===== src/rtl/alu_pkg.sv =====
// rtl/alu_pkg.sv - ALU operation codes, RV32I opcode/funct7 constants and decode field bundle
package alu_pkg;

    localparam int XLEN = 32;

    localparam logic [5:0] ALU_NONE  = 6'd0;
    localparam logic [5:0] ALU_ADD   = 6'd1;
    localparam logic [5:0] ALU_SUB   = 6'd2;
    localparam logic [5:0] ALU_SLL   = 6'd3;
    localparam logic [5:0] ALU_SLT   = 6'd4;
    localparam logic [5:0] ALU_SLTU  = 6'd5;
    localparam logic [5:0] ALU_XOR   = 6'd6;
    localparam logic [5:0] ALU_SRL   = 6'd7;
    localparam logic [5:0] ALU_SRA   = 6'd8;
    localparam logic [5:0] ALU_OR    = 6'd9;
    localparam logic [5:0] ALU_AND   = 6'd10;
    localparam logic [5:0] ALU_ADDI  = 6'd11;
    localparam logic [5:0] ALU_SLLI  = 6'd12;
    localparam logic [5:0] ALU_SLTI  = 6'd13;
    localparam logic [5:0] ALU_SLTIU = 6'd14;
    localparam logic [5:0] ALU_XORI  = 6'd15;
    localparam logic [5:0] ALU_SRLI  = 6'd16;
    localparam logic [5:0] ALU_SRAI  = 6'd17;
    localparam logic [5:0] ALU_ORI   = 6'd18;
    localparam logic [5:0] ALU_ANDI  = 6'd19;
    localparam logic [5:0] ALU_LUI   = 6'd20;
    localparam logic [5:0] ALU_BEQ   = 6'd21;
    localparam logic [5:0] ALU_BNE   = 6'd22;
    localparam logic [5:0] ALU_BLT   = 6'd23;
    localparam logic [5:0] ALU_BGE   = 6'd24;
    localparam logic [5:0] ALU_BLTU  = 6'd25;
    localparam logic [5:0] ALU_BGEU  = 6'd26;

    localparam logic [6:0] OP_R   = 7'b0110011;
    localparam logic [6:0] OP_I   = 7'b0010011;
    localparam logic [6:0] OP_LUI = 7'b0110111;
    localparam logic [6:0] OP_BR  = 7'b1100011;

    localparam logic [6:0] F7_BASE = 7'b0000000;
    localparam logic [6:0] F7_ALT  = 7'b0100000;

    typedef struct packed {
        logic [5:0]  alu_control;
        logic [31:0] imm;
        logic [3:0]  shamt;
        logic [4:0]  rs1;
        logic [4:0]  rs2;
        logic [4:0]  rd;
        logic        reg_write;
        logic        is_branch;
        logic        illegal;
    } dec_fields_t;

    function automatic logic [31:0] sext12(input logic [11:0] v);
        return {{20{v[11]}}, v};
    endfunction

endpackage


===== src/rtl/alu_op_decode.sv =====
// rtl/alu_op_decode.sv - combinational RV32I instruction-word to ALU operation field decoder
module alu_op_decode
    import alu_pkg::*;
(
    input  logic [31:0] instr_i,
    output dec_fields_t fields_o
);

    logic [6:0]  opcode;
    logic [6:0]  funct7;
    logic [2:0]  funct3;
    logic [5:0]  op;
    logic [31:0] imm;
    logic        legal;
    logic        wr;
    logic        br;

    assign opcode = instr_i[6:0];
    assign funct3 = instr_i[14:12];
    assign funct7 = instr_i[31:25];

    always_comb begin
        op    = ALU_NONE;
        imm   = '0;
        legal = 1'b1;
        wr    = 1'b0;
        br    = 1'b0;
        case (opcode)
            OP_R: begin
                wr = 1'b1;
                if (funct7 == F7_BASE) begin
                    case (funct3)
                        3'b000:  op = ALU_ADD;
                        3'b001:  op = ALU_SLL;
                        3'b010:  op = ALU_SLT;
                        3'b011:  op = ALU_SLTU;
                        3'b100:  op = ALU_XOR;
                        3'b101:  op = ALU_SRL;
                        3'b110:  op = ALU_OR;
                        default: op = ALU_AND;
                    endcase
                end else if (funct7 == F7_ALT && funct3 == 3'b000) begin
                    op = ALU_SUB;
                end else if (funct7 == F7_ALT && funct3 == 3'b101) begin
                    op = ALU_SRA;
                end else begin
                    legal = 1'b0;
                end
            end
            OP_I: begin
                wr  = 1'b1;
                imm = sext12(instr_i[31:20]);
                case (funct3)
                    3'b000: op = ALU_ADDI;
                    3'b010: op = ALU_SLTI;
                    3'b011: op = ALU_SLTIU;
                    3'b100: op = ALU_XORI;
                    3'b110: op = ALU_ORI;
                    3'b111: op = ALU_ANDI;
                    // Shift port is 4 bits wide, so shamt bit 4 cannot be honoured
                    3'b001: begin
                        op    = ALU_SLLI;
                        legal = (funct7 == F7_BASE) && !instr_i[24];
                    end
                    default: begin
                        op    = (funct7 == F7_ALT) ? ALU_SRAI : ALU_SRLI;
                        legal = !instr_i[24] && (funct7 == F7_BASE || funct7 == F7_ALT);
                    end
                endcase
            end
            OP_LUI: begin
                wr  = 1'b1;
                op  = ALU_LUI;
                imm = {instr_i[31:12], 12'b0};
            end
            OP_BR: begin
                br  = 1'b1;
                imm = {{19{instr_i[31]}}, instr_i[31], instr_i[7], instr_i[30:25],
                       instr_i[11:8], 1'b0};
                case (funct3)
                    3'b000:  op = ALU_BEQ;
                    3'b001:  op = ALU_BNE;
                    3'b100:  op = ALU_BLT;
                    3'b101:  op = ALU_BGE;
                    3'b110:  op = ALU_BLTU;
                    3'b111:  op = ALU_BGEU;
                    default: legal = 1'b0;
                endcase
            end
            default: legal = 1'b0;
        endcase
    end

    always_comb begin
        fields_o.rs1   = instr_i[19:15];
        fields_o.rs2   = instr_i[24:20];
        fields_o.rd    = instr_i[11:7];
        fields_o.shamt = instr_i[23:20];
        if (legal) begin
            fields_o.alu_control = op;
            fields_o.imm         = imm;
            fields_o.reg_write   = wr;
            fields_o.is_branch   = br;
            fields_o.illegal     = 1'b0;
        end else begin
            fields_o.alu_control = ALU_NONE;
            fields_o.imm         = '0;
            fields_o.reg_write   = 1'b0;
            fields_o.is_branch   = 1'b0;
            fields_o.illegal     = 1'b1;
        end
    end

endmodule


===== src/rtl/decode_stage.sv =====
// rtl/decode_stage.sv - registered RV32I decode stage with valid/ready handshake, flush and sticky illegal flag
module decode_stage
    import alu_pkg::*;
#(
    parameter int XLEN = 32
) (
    input  logic            clk,
    input  logic            rst_n,
    input  logic            in_valid,
    output logic            in_ready,
    input  logic [XLEN-1:0] in_instr,
    input  logic            flush,
    output logic            out_valid,
    input  logic            out_ready,
    output logic [5:0]      alu_control,
    output logic [XLEN-1:0] imm_val_r,
    output logic [3:0]      shamt,
    output logic [4:0]      rs1,
    output logic [4:0]      rs2,
    output logic [4:0]      rd,
    output logic            reg_write,
    output logic            is_branch,
    output logic            illegal,
    output logic            illegal_seen
);

    dec_fields_t dec;
    dec_fields_t ent_d, ent_q;
    logic        out_valid_d, out_valid_q;
    logic        seen_d, seen_q;
    logic        accept;

    alu_op_decode u_dec (
        .instr_i  (in_instr),
        .fields_o (dec)
    );

    assign in_ready = !out_valid_q || out_ready;
    assign accept   = in_valid && in_ready;

    // Flush wins over accept: the word arriving alongside it never lands
    always_comb begin
        out_valid_d = out_valid_q;
        ent_d       = ent_q;
        seen_d      = seen_q;
        if (flush) begin
            out_valid_d = 1'b0;
        end else if (accept) begin
            out_valid_d = 1'b1;
            ent_d       = dec;
            seen_d      = seen_q | dec.illegal;
        end else if (out_ready) begin
            out_valid_d = 1'b0;
        end
    end

    always_ff @(posedge clk or negedge rst_n) begin
        if (!rst_n) begin
            out_valid_q <= 1'b0;
            seen_q      <= 1'b0;
            ent_q       <= '0;
        end else begin
            out_valid_q <= out_valid_d;
            seen_q      <= seen_d;
            ent_q       <= ent_d;
        end
    end

    assign out_valid    = out_valid_q;
    assign illegal_seen = seen_q;
    assign alu_control  = ent_q.alu_control;
    assign imm_val_r    = ent_q.imm;
    assign shamt        = ent_q.shamt;
    assign rs1          = ent_q.rs1;
    assign rs2          = ent_q.rs2;
    assign rd           = ent_q.rd;
    assign reg_write    = ent_q.reg_write;
    assign is_branch    = ent_q.is_branch;
    assign illegal      = ent_q.illegal;

endmodule


===== config.mk =====
export PLATFORM = sky130hd
export DESIGN_NAME = decode_stage
export DESIGN_NICKNAME = d
export VERILOG_FILES = /design/src/rtl/alu_pkg.sv /design/src/rtl/alu_op_decode.sv /design/src/rtl/decode_stage.sv
export SDC_FILE = /design/constraint.sdc
export NUM_CORES = 1
export LEC_CHECK = 0
export CAP_MARGIN = 0
export CORE_UTILIZATION = 46
export CTS_BUF_LIST = sky130_fd_sc_hd__clkbuf_16
export CTS_CLUSTER_SIZE = 40
export DETAILED_ROUTE_END_ITERATION = 7
export GPL_TIMING_DRIVEN = 1
export PLACE_DENSITY = 0.92
export SKIP_CTS_REPAIR_TIMING = 1
export SYNTH_ARGS = -nofsm -noshare
export SYNTH_HDL_FRONTEND = slang
export SYNTH_SLANG_ARGS = --single-unit

===== constraint.sdc =====
create_clock -name clk -period 1.7 [get_ports clk]
set_input_delay 0.17 -clock clk [delete_from_list [all_inputs] [get_ports clk]]
set_output_delay 0.17 -clock clk [all_outputs]
set_load 0.05 [all_outputs]

==> reports/metrics.cfg <==
[yosys]
netlist_instances=321
synth.largest_area_cell=dfrtp_1
yosysWarnings=0
yosys-top-cells-area=dfrtp_1 48%, nand2_1 12%, o21ai_2 8.8%
synthDistinctLibCells=51
synth_commonest_cells=93 x nand2_1, 57 x dfrtp_1, 30 x o21ai_2
synth_edf_count=0
netlist_area_um2=2970
synth_ff_type=dfrtp_1
ys_ff_latch=57
mappedNetlistNets=358
syn_avg_cell_area_um2=9.26
synth.top_cell.area_share=0.480
ys_seq_area_frac=0.480
yosysMostFrequentCell=nand2_1
synth_async_sr_flop_share=1.00

[detailed_routing]
vias=3077
drt-initial-drc-count=206
wl_per_cell_um=18.1
drc=0
first_pass_iters=5
drtAntennaViolNets=0
totalWireLength_um=9820
via_per_inst=5.68

[clock_network]
path_clk_slew_ns=0.05
clock_latency_ns=0.33
cts.sinks=57
cts_max_level=3
numCtsBuffers=9
root_buffer=clkbuf_16
clk_path_buf_depth=2
cts_tree=done

[global_routing]
track_usage=0.270
grt_max_degree=32
grt_overflow_total=0
grt_pass1_wl_um=13500
grt_antenna_before_repair=0
grt_pass1_vias=2818

[setup_path]
critPathMaxFanout=2
crit_chain=clkdlybuf4s50_1
cp-start-kind=flip-flop
slowest_stage=clkdlybuf4s50_1
r2r_start=out_valid
crit_family=buffers and inverters
critPathKind=reg -> out
cp_data_arrival_time_ns=1.53
cp_num_buf_inv=1
critical_path.startpoint=imm_val_r[5]
cp_slowest_stage_delay_ns=0.82
cp-end-kind=output port
cp.required_ns=1.53

[final_layout]
layout-drive-gt1-share=0.300
nets=500
antennaDiodeCount=0
finalNonFillerCells=542
syn2layout_area_growth_pct=60.1
num-fill-cells=357

[timing]
relSlewSlack=0.572
hold_violations=0
fmax_ghz=0.589
hold_ws_ns=0.204
slew_violations=0
fin_crit_ns=1.70
fin_worst_skew_ns=0.00369
setup_viol=0
fin_tns_setup_ns=0
worst_pin_slew_ns=0.643
fin_crit_sh=0.999

[placement]
dp.cells=518
place_congestion=0.894
port_buffers=98
dp_hpwl_um=6410

[die]
coreArea_um2=6060
die_h_um=82.4
die_w_um=82.4
io_pins=100
die_area_um2=6790
initial_core_util=0.491
rows=28

[outcome]
status=completed

[pwr]
pwr_density_cell_nw_per_um2=845
max-vdd-ir-drop_v=0.000742
leakage_uw=0.00234

[run]
cap_violations=0

[worst_hold_path]
hp-class=in -> reg
hp-start=in_instr[29]

placed cells by master (no fill, tap or decap), types with 3 or more instances in the layout:
cell type,netlist,routed
nand2_1,93,92
o21ai_1,0,3
buf_6,4,5
o21ai_0,11,8
nand3b_1,4,4
clkdlybuf4s50_1,0,53
buf_4,6,63
dlymetal6s2s_1,0,27
nor2_1,13,10
dfrtp_1,57,56
o31ai_1,3,3
o21ai_2,30,30
clkbuf_16,0,11
buf_12,0,3
a21oi_1,23,23
inv_1,5,5
a22oi_1,5,5
layer usage:
| layer | track usage | vias up | wire [um] |
|---|---|---|---|
| li1 | - | 1391 | - |
| met1 | 0.327 | 1487 | 3740 |
| met2 | 0.463 | 162 | 4940 |
| met3 | 0.0637 | 37 | 793 |
| met4 | 0.109 | 0 | 343 |
| met5 | 0 | - | 0 |
worst register-to-register path: stages, from the launching register on:
cell	delay, ns
dfrtp_2	0.39
nor2b_2	0.17
nor3b_2	0.33
o31ai_4	0.25
clkbuf_16	0.23
o21ai_2	0.16
worst paths after layout:
path	to	slack (ns)	cells after the start
setup / recovery	imm_val_r[5]	0.002	1
hold / removal	imm_val_r[9]	0.20	3
setup reg to reg	imm_val_r[25]	0.09	5
hold reg to reg	rd[0]	0.47	2
max in group asynchronous	out_valid	0.94	3
min in group asynchronous	rs1[1]	0.41	3
state kept, by name (all words and copies together) (netlist names), 2 cells and up:
name and cells:
rd 5, shamt 3, imm_val_r 32, rs1 5
alu_control 5, rs2 2
through the flow:
stage | setup WS [ns] | area [um2] | utilization | power (uW)
after floorplan | 0.00918 | 2980 | - | 1950
after global placement | -0.512 | 4260 | 0.704 | 2300
after detailed placement | -0.613 | 4260 | 0.704 | 2320
after CTS | -0.258 | 4540 | 0.749 | 4000
after global routing | -0.0287 | 4760 | 0.785 | 4130
final | 0.00232 | 4760 | 0.785 | 4020
report_power, final:
part           internal [uW]  switching [uW]  leakage, uW
combinational            320             538      0.00144
clock                   1100             598     0.000141
sequential              1420            38.8     0.000759
cell type report:
class / instances / area [um2] / area share
well taps: 75 / 93.8 / 0.0197
multi-input cells: 234 / 1410 / 0.297
flip-flops and latches: 57 / 1430 / 0.300
inverters: 5 / 18.8 / 0.00394
clock inverters: 6 / 51.3 / 0.0108
clock buffers: 9 / 225 / 0.0473
repair buffers: 156 / 1530 / 0.321
cell families (layout without fill, tap and decap cells):
family | after synthesis | after routing | synth area share
AO/OA/AOI/OAI | 91 | 91 | 0.231
multiplexers | 1 | 1 | 0.00337
buffers and inverters | 30 | 176 | 0.0581
other | 1 | 1 | 0.00126
flip-flops | 57 | 57 | 0.480
XOR/XNOR | 1 | 1 | 0.00295
AND/OR/NAND/NOR | 140 | 140 | 0.223
Note: power is estimated with default switching activity, not from simulation.
